**config.mk**
```make
export PLATFORM = sky130hd
export DESIGN_NAME = ifu_fetch
export DESIGN_NICKNAME = d
export VERILOG_FILES = /design/src/rtl/ifu_fetch.sv
export SDC_FILE = /design/constraint.sdc
export NUM_CORES = 1
export LEC_CHECK = 0
export CAP_MARGIN = 20
export CORE_ASPECT_RATIO = 1.2
export CORE_MARGIN = 5
export CORE_UTILIZATION = 51
export DETAILED_ROUTE_END_ITERATION = 8
export DONT_BUFFER_PORTS = 1
export MAX_ROUTING_LAYER = met4
export PLACE_DENSITY = 0.72
export SLEW_MARGIN = 20
export SYNTH_ARGS = -nofsm -noshare
export SYNTH_HDL_FRONTEND = slang
export SYNTH_SLANG_ARGS = --single-unit
```
**constraint.sdc**
```tcl
create_clock -name clk -period 7.2 [get_ports clk]
set_input_delay 0.36 -clock clk [delete_from_list [all_inputs] [get_ports clk]]
set_output_delay 0.36 -clock clk [all_outputs]
set_load 0.02 [all_outputs]
```
**src/rtl/ifu_fetch.sv**
```systemverilog
// ---------------------------------------------------------------------------
// ifu_fetch
//   Instruction fetch unit for the single-cycle MIPS core. Owns the program
//   counter, fetches one word at a time from instruction memory over a
//   req/rdy handshake, presents the registered instruction to the decoder
//   and, once the decoder retires it, forms the next PC from NPCOp.
//   Wait-state memories are supported; a memory that never answers, or a
//   register jump to a misaligned target, parks the unit in a sticky fault
//   state that only reset leaves.
//
// Parameters
//   RESET_PC       PC loaded by reset
//   FETCH_TIMEOUT  wait cycles tolerated for imem_rdy before faulting (1..255)
//
// Ports
//   clk          in   rising-edge clock
//   rstn         in   asynchronous active-low reset
//   hold         in   boot hold, keeps the unit idle while high (IDLE only)
//   imem_req     out  fetch request, held until imem_rdy
//   imem_addr    out  fetch address (always the current pc)
//   imem_rdy     in   imem_rdata valid this cycle (looked at only in FETCH)
//   imem_rdata   in   instruction word from memory
//   Instru       out  registered instruction for the decoder
//   instr_valid  out  Instru valid and waiting for execution
//   pc           out  address of Instru
//   pc_plus4     out  pc + 4, link value for jal/jalr
//   NPCOp        in   next-pc select: 00 pc+4, 01 branch, 10 j/jal, 11 jr/jalr
//   rs_val       in   register jump target used for NPCOp = 11
//   exec_done    in   current instruction retired, NPCOp/rs_val valid
//   fault        out  sticky fault flag
//   fault_code   out  00 none, 01 misaligned target, 10 fetch timeout
// ---------------------------------------------------------------------------
module ifu_fetch #(
   parameter logic [31:0] RESET_PC      = 32'h0000_3000,
   parameter int unsigned FETCH_TIMEOUT = 255
) (
   input  logic        clk,
   input  logic        rstn,
   input  logic        hold,
   output logic        imem_req,
   output logic [31:0] imem_addr,
   input  logic        imem_rdy,
   input  logic [31:0] imem_rdata,
   output logic [31:0] Instru,
   output logic        instr_valid,
   output logic [31:0] pc,
   output logic [31:0] pc_plus4,
   input  logic [1:0]  NPCOp,
   input  logic [31:0] rs_val,
   input  logic        exec_done,
   output logic        fault,
   output logic [1:0]  fault_code
);

   typedef enum logic [1:0] {
      S_IDLE  = 2'd0,
      S_FETCH = 2'd1,
      S_ISSUE = 2'd2,
      S_FAULT = 2'd3
   } state_t;

   localparam logic [1:0] NPC_SEQ    = 2'b00;
   localparam logic [1:0] NPC_BRANCH = 2'b01;
   localparam logic [1:0] NPC_JUMP   = 2'b10;
   localparam logic [1:0] NPC_REG    = 2'b11;

   localparam logic [1:0] CODE_NONE      = 2'b00;
   localparam logic [1:0] CODE_MISALIGN  = 2'b01;
   localparam logic [1:0] CODE_TIMEOUT   = 2'b10;

   localparam logic [7:0] TIMEOUT_LIMIT = 8'(FETCH_TIMEOUT);

   state_t      state_q, state_d;
   logic [31:0] pc_q, pc_d;
   logic [31:0] instr_q, instr_d;
   logic [1:0]  code_q, code_d;
   logic [7:0]  wait_cnt_q, wait_cnt_d;

   logic [31:0] seq_pc;
   logic [31:0] branch_off;
   logic [31:0] branch_pc;
   logic [31:0] jump_pc;
   logic [31:0] next_pc;
   logic        target_misaligned;

   // ------------------------------------------------------------------
   // Next-PC formation. All arithmetic wraps silently modulo 2^32.
   // ------------------------------------------------------------------
   assign seq_pc     = pc_q + 32'd4;
   assign branch_off = {{14{instr_q[15]}}, instr_q[15:0], 2'b00};
   assign branch_pc  = seq_pc + branch_off;
   // The jump region comes from the sequential pc, not pc itself, so a
   // jump in the last slot of a 256 MB region lands in the next region.
   assign jump_pc    = {seq_pc[31:28], instr_q[25:0], 2'b00};

   always_comb begin
      next_pc = seq_pc;
      case (NPCOp)
         NPC_SEQ:    next_pc = seq_pc;
         NPC_BRANCH: next_pc = branch_pc;
         NPC_JUMP:   next_pc = jump_pc;
         NPC_REG:    next_pc = rs_val;
         default:    next_pc = seq_pc;
      endcase
   end

   // Only register jumps can produce an unaligned target; branch and jump
   // targets are word-aligned by construction.
   assign target_misaligned = (NPCOp == NPC_REG) && (rs_val[1:0] != 2'b00);

   // ------------------------------------------------------------------
   // Control FSM: next state and datapath updates
   // ------------------------------------------------------------------
   always_comb begin
      state_d    = state_q;
      pc_d       = pc_q;
      instr_d    = instr_q;
      code_d     = code_q;
      wait_cnt_d = wait_cnt_q;
      imem_req   = 1'b0;

      case (state_q)
         S_IDLE: begin
            if (!hold) begin
               state_d    = S_FETCH;
               wait_cnt_d = 8'd0;
            end
         end

         S_FETCH: begin
            imem_req = 1'b1;
            // A response arriving on the limit cycle still completes the
            // fetch; the timeout is only taken when rdy is also low.
            if (imem_rdy) begin
               instr_d = imem_rdata;
               state_d = S_ISSUE;
            end else if (wait_cnt_q == TIMEOUT_LIMIT) begin
               state_d = S_FAULT;
               code_d  = CODE_TIMEOUT;
            end else begin
               wait_cnt_d = wait_cnt_q + 8'd1;
            end
         end

         S_ISSUE: begin
            if (exec_done) begin
               if (target_misaligned) begin
                  // pc keeps the address of the faulting instruction.
                  state_d = S_FAULT;
                  code_d  = CODE_MISALIGN;
               end else begin
                  pc_d       = next_pc;
                  state_d    = S_FETCH;
                  wait_cnt_d = 8'd0;
               end
            end
         end

         S_FAULT: begin
            // Sticky: nothing but reset leaves this state.
            state_d = S_FAULT;
         end

         default: begin
            state_d = S_IDLE;
         end
      endcase
   end

   // ------------------------------------------------------------------
   // State registers
   // ------------------------------------------------------------------
   always_ff @(posedge clk or negedge rstn) begin
      if (!rstn) begin
         state_q    <= S_IDLE;
         pc_q       <= RESET_PC;
         instr_q    <= 32'd0;
         code_q     <= CODE_NONE;
         wait_cnt_q <= 8'd0;
      end else begin
         state_q    <= state_d;
         pc_q       <= pc_d;
         instr_q    <= instr_d;
         code_q     <= code_d;
         wait_cnt_q <= wait_cnt_d;
      end
   end

   // ------------------------------------------------------------------
   // Outputs
   // ------------------------------------------------------------------
   // ISSUE is entered on the edge that captures Instru, so decoding the
   // state gives a valid flag that rises exactly one cycle after rdy.
   assign instr_valid = (state_q == S_ISSUE);
   assign fault       = (state_q == S_FAULT);
   assign fault_code  = code_q;
   assign imem_addr   = pc_q;
   assign pc          = pc_q;
   assign pc_plus4    = seq_pc;
   assign Instru      = instr_q;

endmodule

```
==> results of run 1 <==
-- layout make-up --
cell class	count	area, sq um	area share, %
clock inverter	7	83.8	1.26
multi-input combinational	563	4050	61.1
sequential	76	1900	28.7
antenna	2	5.00	0.0754
timing repair buffer	9	90.1	1.36
clock buffer	9	225	3.39
tap	164	205	3.09
inverter	18	67.6	1.02
-- stage by stage --
| stage | power [mW] | worst slack [ns] | hold WS (ns) | instance area (sq um) |
|---|---|---|---|---|
| after floorplan | 2.47 | 3.33 | 0.0644 | 6430 |
| after global routing | 3.50 | 1.92 | 0.127 | 6630 |
| final | 3.28 | 2.23 | 0.120 | 6630 |
| after detailed placement | 2.77 | 2.29 | 0.0669 | 6280 |
| after CTS | 3.27 | 2.29 | 0.110 | 6630 |
| after global placement | 2.74 | 2.30 | 0.0667 | 6270 |
-- per-layer routing --
layer  part of all wire (%)  global-route usage, %
met1                     39                   32.2
met5                      0                      -
met3                    8.3                   7.23
met4                    3.0                   11.4
met2                     50                   44.9
-- critical path, stage by stage, from the launching register on --
cell	delay, ns
dfrtp_1	0.73
nand3_1	0.37
or3_1	0.59
nor3_2	0.35
nand3_1	0.19
xnor2_1	0.56
ha_1	0.42
nand3_1	0.22
nor2_1	0.11
a221oi_1	0.27
o21ai_0	0.14
a21oi_1	0.41
o31ai_1	0.18
xnor2_1	0.17
a21oi_1	0.09
-- placed cells by master, fill, tap and decap left out, drive strengths merged, types with 3 or more instances in the layout --
master and instances:
o31ai 5, mux4 7, mux2 45, a31oi 10, xor2 13, or2 4
xnor2 34, a211oi 8, nand4 14, clkbuf 9, nor3 14, ha 36
dfrtp 74, nand2 59, a21oi 51, nand3 25, o21a 7, nor2b 4
nor2 55, a21o 15, nand2b 9, o221ai 6, o21ai 53, inv 20
a221oi 6, or3 8, a32oi 4, mux2i 16, o21bai 3, buf 8
and2 4, o22ai 8, clkinv 3, a21boi 3, and3 11
-- repair_timing --
action,in CTS,in global routing
hold buffers,2,0
setup buffers,0,0
endpoints found under the hold margin,76,0
-- path summary, 6_finish.rpt --
| check | end | slack (ns) |
|---|---|---|
| worst min-delay path | imem_addr[0] | 0.12 |
| worst max register to register | imem_addr[30] | 2.23 |
| max in group asynchronous | imem_addr[13] | 6.25 |
| worst min register to register | wait_cnt_q[1] | 0.52 |
| worst max-delay path | imem_addr[30] | 2.23 |
| min in group asynchronous | imem_addr[10] | 0.64 |
-- cells by family after synthesis --
group	share of synthesized area [%]
adder cells (fa/ha/maj)	7.32
multiplexers	12.9
AND/OR/NAND/NOR	16.2
AO/OA/AOI/OAI	20.2
flip-flops	29.6
buffers and inverters	7.40
XOR/XNOR	6.40
-- state kept, by name, indices dropped and copies added, names as in the netlist --
register    count
state_q         2
imem_addr      32
wait_cnt_q      8
Instru         32
fault_code      2
-- report_power, final --
| part | internal [mW] | switching [mW] |
|---|---|---|
| registers | 0.586 | 0.556 |
| clock network | 0.275 | 0.202 |
| logic | 0.686 | 0.978 |
| total | 1.55 | 1.74 |
==> reports/summary.txt, run 1 <==
Lkg Pwr = 2.88 nW
Clock latency on the worst-skew pair = 0.34 ns
Initial antenna violation count = 1
Final layout net count = 785
Layout cells sized above 1 = 14.2%
Worst Setup Path Type = flop to flop
Filler cells = 1181
Max Freq = 201 MHz
Global route total overflow = 0
Clock Tree Buf Depth = 2
Max Transition Viols Final = 0
Peak VDD IR = 226 uV
Synth unique cells = 70
CTS tree = yes
Main flop type after synthesis = dfrtp_1
Starting DRT DRC Count = 378
Post-DP HPWL = 15300 um
Inserted Clock Buffers = 9
First-pass iteration count of the detailed router = 8
H-tree depth = 3
Final core utilization = 53.1%
Number of synthesized register bits = 76
Die area = 15000 sq um
Most numerous cell in the Yosys netlist = dfrtp_1
Placeable Area = 12500 sq um
WP data required = 7.38 ns
Relative slew slack = 23.9%
Synth cell count leaders = dfrtp_1 (74), nand2_1 (59), nor2_1 (54)
Largest area contributor in the netlist = dfrtp_1
Row cnt = 45
CP Launch Point = imem_addr[4]
Buffers added on ports = 0
Die Y = 133 um
Dpl cells = 828
Outcome = completed
DRC = 0
Worst Skew = 0.00748 ns
Clk Tree Root Cell = clkbuf_16
Final Critical Period = 4.97 ns
Mean Syn Cell Area = 8.83 sq um
Critical Path End Type = flop
Worst-path maximum fanout = 8
RePlAce Congestion = 0.981
Number of synthesized flops with an enable pin = 0
Post-CTS sizing = 0
Max cap viols = 0
Critical path data arrival time = 5.15 ns
Total Routing Usage GR = 27.5%
Clk sink count = 76
Post-synth top area share = 28.8%
Setup TNS = 0 ns
Largest net degree at the start of global routing = 77
R2r worst-path depth = 14
Hold crit path type = input port to flop
Synth-to-layout area growth = 3.19%
Yosys warnings = 0
Final Hold Vio Count = 0
WL/cell = 24.1 um
Period utilisation layout = 69.0%
Syn_nets = 836
Routed via count = 5620
Non-Filler Instances = 848
Setup crit start kind = flop
Main area contributors after synthesis = dfrtp_1 (29%), mux2_2 (7.5%), ha_1 (7.0%)
Initial Util = 51.4%
Clock slew at reported path FFs = 0.07 ns
Power Density = 495 nW/um^2
Synth Cell Area = 6430 sq um
ANT nets after route = 0
Register area share after synthesis = 29.6%
First-pass GRT wire length = 31900 um
Worst slew pin tran = 1.14 ns
Vias in the first global route = 5710
# IOs = 204
Hold_sp = NPCOp[1]
Final setup fails = 0
Via-to-Cell Ratio = 6.63
Hold path depth = 1
Routed wire length = 20400 um
Synthesized instance count = 728
Die W = 112 um
Post-synth ARST share = 100%
Crit Reg-Reg Startpoint = imem_addr[4]
Unrepaired setup endpoints after global routing = no
Power figures use the tool's default switching activity.
==> run 2, diff against run 1 <==
--- a/config.mk
+++ b/config.mk
@@ -5,6 +5,7 @@
 export SDC_FILE = /design/constraint.sdc
 export NUM_CORES = 1
 export LEC_CHECK = 0
+export ABC_AREA = 1
 export CAP_MARGIN = 20
 export CORE_ASPECT_RATIO = 1.2
 export CORE_MARGIN = 5
@@ -12,7 +13,7 @@
 export DETAILED_ROUTE_END_ITERATION = 8
 export DONT_BUFFER_PORTS = 1
 export MAX_ROUTING_LAYER = met4
-export PLACE_DENSITY = 0.72
+export PLACE_DENSITY = 0.75
 export SLEW_MARGIN = 20
 export SYNTH_ARGS = -nofsm -noshare
 export SYNTH_HDL_FRONTEND = slang
==> constraint.sdc (replaced) <==
create_clock -name clk -period 4.57 [get_ports clk]
set_input_delay 0.2285 -clock clk [delete_from_list [all_inputs] [get_ports clk]]
set_output_delay 0.2285 -clock clk [all_outputs]
set_load 0.02 [all_outputs]
==> run 2 against run 1 <==
  * The run now fails in 5_2_route
  * Global-route usage is 2.7 points higher
  * Area after synthesis is 12% higher
  * Synthesized cell count is 59% higher
==> reports/summary.txt, run 2 <==
Synthesized instance count = 1158 (+59%)
Register area share after synthesis = 26.5% (-3.1 points)
Halt Reason = [ERROR DRT-0255] Maze Route cannot find path of net imem_addr[24] in worker of routeBox ( 96600 96600 ) ( 118385 140060 ).
Largest family of logic cells by synthesized area = simple AND/OR/NAND/NOR gates
Clk sink count = 76 (unchanged)
Global route total overflow = 0 (unchanged)
Die W = 118 um (+5.2%)
Synth unique cells = 50 (-29%)
Adder-cell share of the synthesized area = 6.54% (-0.77 points)
Synth Area in XOR/XNOR = 3.74% (-2.7 points)
Most numerous cell in the Yosys netlist = nand2_1
Outcome = did not finish
Clk Tree Root Cell = clkbuf_16
Initial Util = 52.0% (+0.59 points)
Main area contributors after synthesis = dfrtp_1 (26%), nand2_1 (23%), inv_1 (7.8%)
Mean Syn Cell Area = 6.21 sq um (-30%)
Largest area contributor in the netlist = dfrtp_1
Vias in the first global route = 7171 (+26%)
Post-CTS sizing = 0 (unchanged)
Number of synthesized flops with an enable pin = 0 (unchanged)
Initial antenna violation count = 1 (unchanged)
Largest net degree at the start of global routing = 77 (unchanged)
Post-synth ARST share = 100% (unchanged)
H-tree depth = 3 (unchanged)
# IOs = 204 (unchanged)
First-pass GRT wire length = 38500 um (+21%)
Buffers added on ports = 0 (unchanged)
Failed at = 5_2_route
Total Routing Usage GR = 30.3% (+2.7 points)
Post-Synth Simple-Gate Area = 39.7% (+24 points)
Post-DP HPWL = 19500 um (+28%)
Die Y = 140 um (+5.3%)
Yosys warnings = 0 (unchanged)
RePlAce Congestion = 0.965 (-1.6%)
Compound-Gate Fraction of Synth Area = 10.0% (-10 points)
Syn_nets = 1266 (+51%)
Row cnt = 47 (+4.4%)
Main flop type after synthesis = dfrtp_1
Post-synth top area share = 25.8% (-3.0 points)
Synth cell count leaders = nand2_1 (443), inv_1 (149), nor2_1 (95)
Mux cell area share after synthesis = 0% (-13 points)
Synth Cell Area = 7190 sq um (+12%)
Number of synthesized register bits = 76 (unchanged)
Inserted Clock Buffers = 9 (unchanged)
Clock Tree Buf Depth = 2 (unchanged)
==> run 2: changes by cell type after synthesis, sizes merged, moves of 10 or more <==
cell	previous run	this run
o21ai	53	42
nand2	59	450
nand3	25	68
mux2i	16	0
a31oi	10	0
nor2	55	109
inv	17	157
xnor2	34	9
mux2	45	0
a21o	15	2
==> run 2: what timing repair did <==
item,CTS,global route
setup buffers,0,0
hold buffers,32,0
hold endpoints to repair,106,0
==> run 2: stage by stage <==
step	instances	cell area, sq um	util [%]	setup WS [ns]
4_1_cts	1340	7830	56.7	0.842
3_5_place_dp	1292	7180	52.0	0.854
2_1_floorplan	1158	7190	-	1.57
3_3_place_gp	1292	7180	52.0	0.890
5_1_grt	1342	7860	56.9	0.434
==> run 2: cells by family after synthesis <==
kind of cell / count (synthesis)
xor+xnor: 29
simple gates: 675
fa+ha+maj: 37
flops: 76
compound gates: 124
buf+inv: 217
==> run 2: per-layer routing <==
metal  global-route usage, %
met5                       -
met4                    14.4
met3                    7.70
met2                    48.6
met1                    35.5
==> run 3, diff against run 2 <==
--- a/config.mk
+++ b/config.mk
@@ -7,13 +7,11 @@
 export LEC_CHECK = 0
 export ABC_AREA = 1
 export CAP_MARGIN = 20
-export CORE_ASPECT_RATIO = 1.2
 export CORE_MARGIN = 5
-export CORE_UTILIZATION = 51
+export CORE_UTILIZATION = 36
 export DETAILED_ROUTE_END_ITERATION = 8
 export DONT_BUFFER_PORTS = 1
-export MAX_ROUTING_LAYER = met4
-export PLACE_DENSITY = 0.75
+export PLACE_DENSITY_LB_ADDON = 0.15
 export SLEW_MARGIN = 20
 export SYNTH_ARGS = -nofsm -noshare
 export SYNTH_HDL_FRONTEND = slang
==> constraint.sdc (replaced) <==
create_clock -name clk -period 5.9 [get_ports clk]
set_input_delay 0.295 -clock clk [delete_from_list [all_inputs] [get_ports clk]]
set_output_delay 0.295 -clock clk [all_outputs]
set_load 0.02 [all_outputs]
==> run 3 against run 2 <==
  * Global-route usage fell by 6.5 points
  * Area after synthesis unchanged
  * Synthesized cell count unchanged
  * The flow now finishes without violations
==> reports/summary.txt, run 3 <==
Clock latency on the worst-skew pair = 0.34 ns
WL met2 = 12100 um
Max Freq = 247 MHz
Syn_nets = 1266 (unchanged)
Synth-to-layout area growth = 5.19%
Yosys warnings = 0 (unchanged)
Most numerous cell in the Yosys netlist = nand2_1
Slowest cell on the critical path = xor2_1
Post-route cell area = 7560 sq um
Post-DP HPWL = 21700 um (+11%)
Clock Tree Buf Depth = 2 (unchanged)
DRC = 0
Routed via count = 7198
Main flop type after synthesis = dfrtp_1
Max incr delay on CP = 0.73 ns
Hold slack = 0.0622 ns
ANT nets after route = 0
Levels on crit path = 17
# IOs = 204 (unchanged)
Mean Syn Cell Area = 6.21 sq um (unchanged)
Power Density = 633 nW/um^2
R2r worst-path depth = 17
Initial Util = 36.7% (-15 points)
Total chip power = 4.79 mW
Period utilisation layout = 68.6%
Commonest non-fill, non-tap cell in the layout = nand2_1
Filler cells = 2163
Row cnt = 51 (+8.5%)
Critical path data arrival time = 4.28 ns
Outcome = completed
# hold bufs at CTS = 2 (-94%)
Global route total overflow = 0 (unchanged)
Most Frequent Cell on Critical Path = nand2_1
M1 WL = 12200 um
Die Y = 151 um (+8.0%)
Clk Tree Root Cell = clkbuf_16
Largest area contributor in the netlist = dfrtp_1
Max Transition Viols Final = 0
Synthesized instance count = 1158 (unchanged)
Worst Skew = 0.00860 ns
Reg-to-reg slack, setup = 1.85 ns
WP data required = 6.13 ns
Hold_sp = imem_rdata[8]
Buffers added on ports = 0 (unchanged)
Setup Buffers After CTS = 0 (unchanged)
Crit-path leading delay family = simple AND/OR/NAND/NOR gates
WL met3 = 2210 um
Largest net degree at the start of global routing = 77 (unchanged)
Number of synthesized flops with an enable pin = 0 (unchanged)
Commonest non-fill, non-tap cells in the layout = nand2_1 (443), inv_1 (149), nor2_1 (95), dfrtp_1 (74), nand3_1 (66)
Multi-input logic area = 4310 sq um
H-tree depth = 3 (unchanged)
Main area contributors after synthesis = dfrtp_1 (26%), nand2_1 (23%), inv_1 (7.8%)
CTS tree = yes
Post-CTS sizing = 0 (unchanged)
Vias in the first global route = 6897 (-3.8%)
Clk sink count = 76 (unchanged)
Die area = 22900 sq um
Area after DPL = 7200 sq um (+0.17%)
CP Buf/Inv Count = 3
Peak VDD IR = 336 uV
Placeable Area = 19600 sq um
Final setup fails = 0
Worst Setup Path Type = flop to flop
Uppermost layer routed = met4
RePlAce Congestion = 1.01 (+4.6%)
Hold crit path type = input port to flop
Post-synth top area share = 25.8% (unchanged)
Final Critical Period = 4.05 ns
Layout cells sized above 1 = 5.77%
Initial antenna violation count = 0 (-1)
Worst slew pin tran = 0.923 ns
WL/cell = 19.4 um
Max cap viols = 0
Synth unique cells = 50 (unchanged)
Via-to-Cell Ratio = 5.17
Clock slew at reported path FFs = 0.06 ns
Unrepaired setup endpoints after global routing = no
Post-synth ARST share = 100% (unchanged)
Die W = 151 um (+28%)
Critical Path End Type = flop
CP Launch Point = imem_addr[2]
CP Cell Sequence = inv_1 > nor2_4 > inv_2 > nor2_2 > xor2_1 > ha_1 > nand2_1 > inv_1 > nand2_1 > nand2_1 > a21oi_1 > nand2_1 > or2_1 > nand3_1 > nand2_1 > o211ai_1 > nand2_1
# diodes = 0
First-pass GRT wire length = 41000 um (+6.6%)
Register area = 1900 sq um
Lkg Pwr = 4.11 nW
Crit path to = imem_addr[15]
Final Hold Vio Count = 0
Register area share after synthesis = 26.5% (unchanged)
Routed wire length = 27000 um
First-pass iteration count of the detailed router = 5
Reg-to-reg endpoint = imem_addr[15]
Final layout net count = 1229
Setup crit start kind = flop
Synth cell count leaders = nand2_1 (443), inv_1 (149), nor2_1 (95)
Synth Cell Area = 7190 sq um (unchanged)
Starting DRT DRC Count = 512
Crit Reg-Reg Startpoint = imem_addr[2]
Inserted Clock Buffers = 9 (unchanged)
Setup TNS = 0 ns
Number of synthesized register bits = 76 (unchanged)
Relative slew slack = 38.3%
Total Routing Usage GR = 23.8% (-6.5 points)
Worst-path maximum fanout = 6
[run 3: cell counts after synthesis]
No cell type changed its count.
[run 3: worst min path at each step]
stage / slack, ns / end / depth (start not counted)
floorplan: -0.0006 / Instru[0] / 0
global placement: 0.003 / Instru[28] / 0
detailed placement: 0.003 / Instru[26] / 0
CTS: 0.05 / Instru[8] / 2
global route: 0.05 / Instru[4] / 2
finish: 0.06 / Instru[8] / 2
[run 3: cell type report]
cell class / instances / area share (%)
inverter: 159 / 7.89
clock inverter: 4 / 0.629
multi-input combinational: 865 / 57.0
timing repair buffer: 10 / 1.52
clock buffer: 12 / 3.39
tap: 265 / 4.38
sequential: 76 / 25.2
[run 3: per-layer routing]
metal  global-route usage [%]  up-vias
li1                         -     3559
met1                     32.8     3320
met2                     37.5      286
met5                        0        -
met4                     6.44        0
met3                     5.48       33
[run 3: kinds of logic after synthesis]
kind of cell	synth area share (%)
adder cells (fa/ha/maj)	6.54
flip-flops	26.5
buffers and inverters	13.6
XOR/XNOR	3.74
AO/OA/AOI/OAI	10.0
AND/OR/NAND/NOR	39.7
[run 3: metrics by stage]
stage                     util [%]  setup slack, ns  cells
after floorplan                  -             2.90   1158
after global placement        36.7             1.82   1372
after detailed placement      36.7             1.85   1372
after CTS                     38.5             1.84   1390
after global routing          38.6             1.57   1391
final                         38.6             1.85   1391
[run 3: power by group]
group / leakage, nW / total, mW / internal [mW] / switching (mW)
Combinational: 3.01 / 2.71 / 0.808 / 1.90
Sequential: 0.948 / 1.51 / 0.737 / 0.770
Clock: 0.149 / 0.572 / 0.350 / 0.223
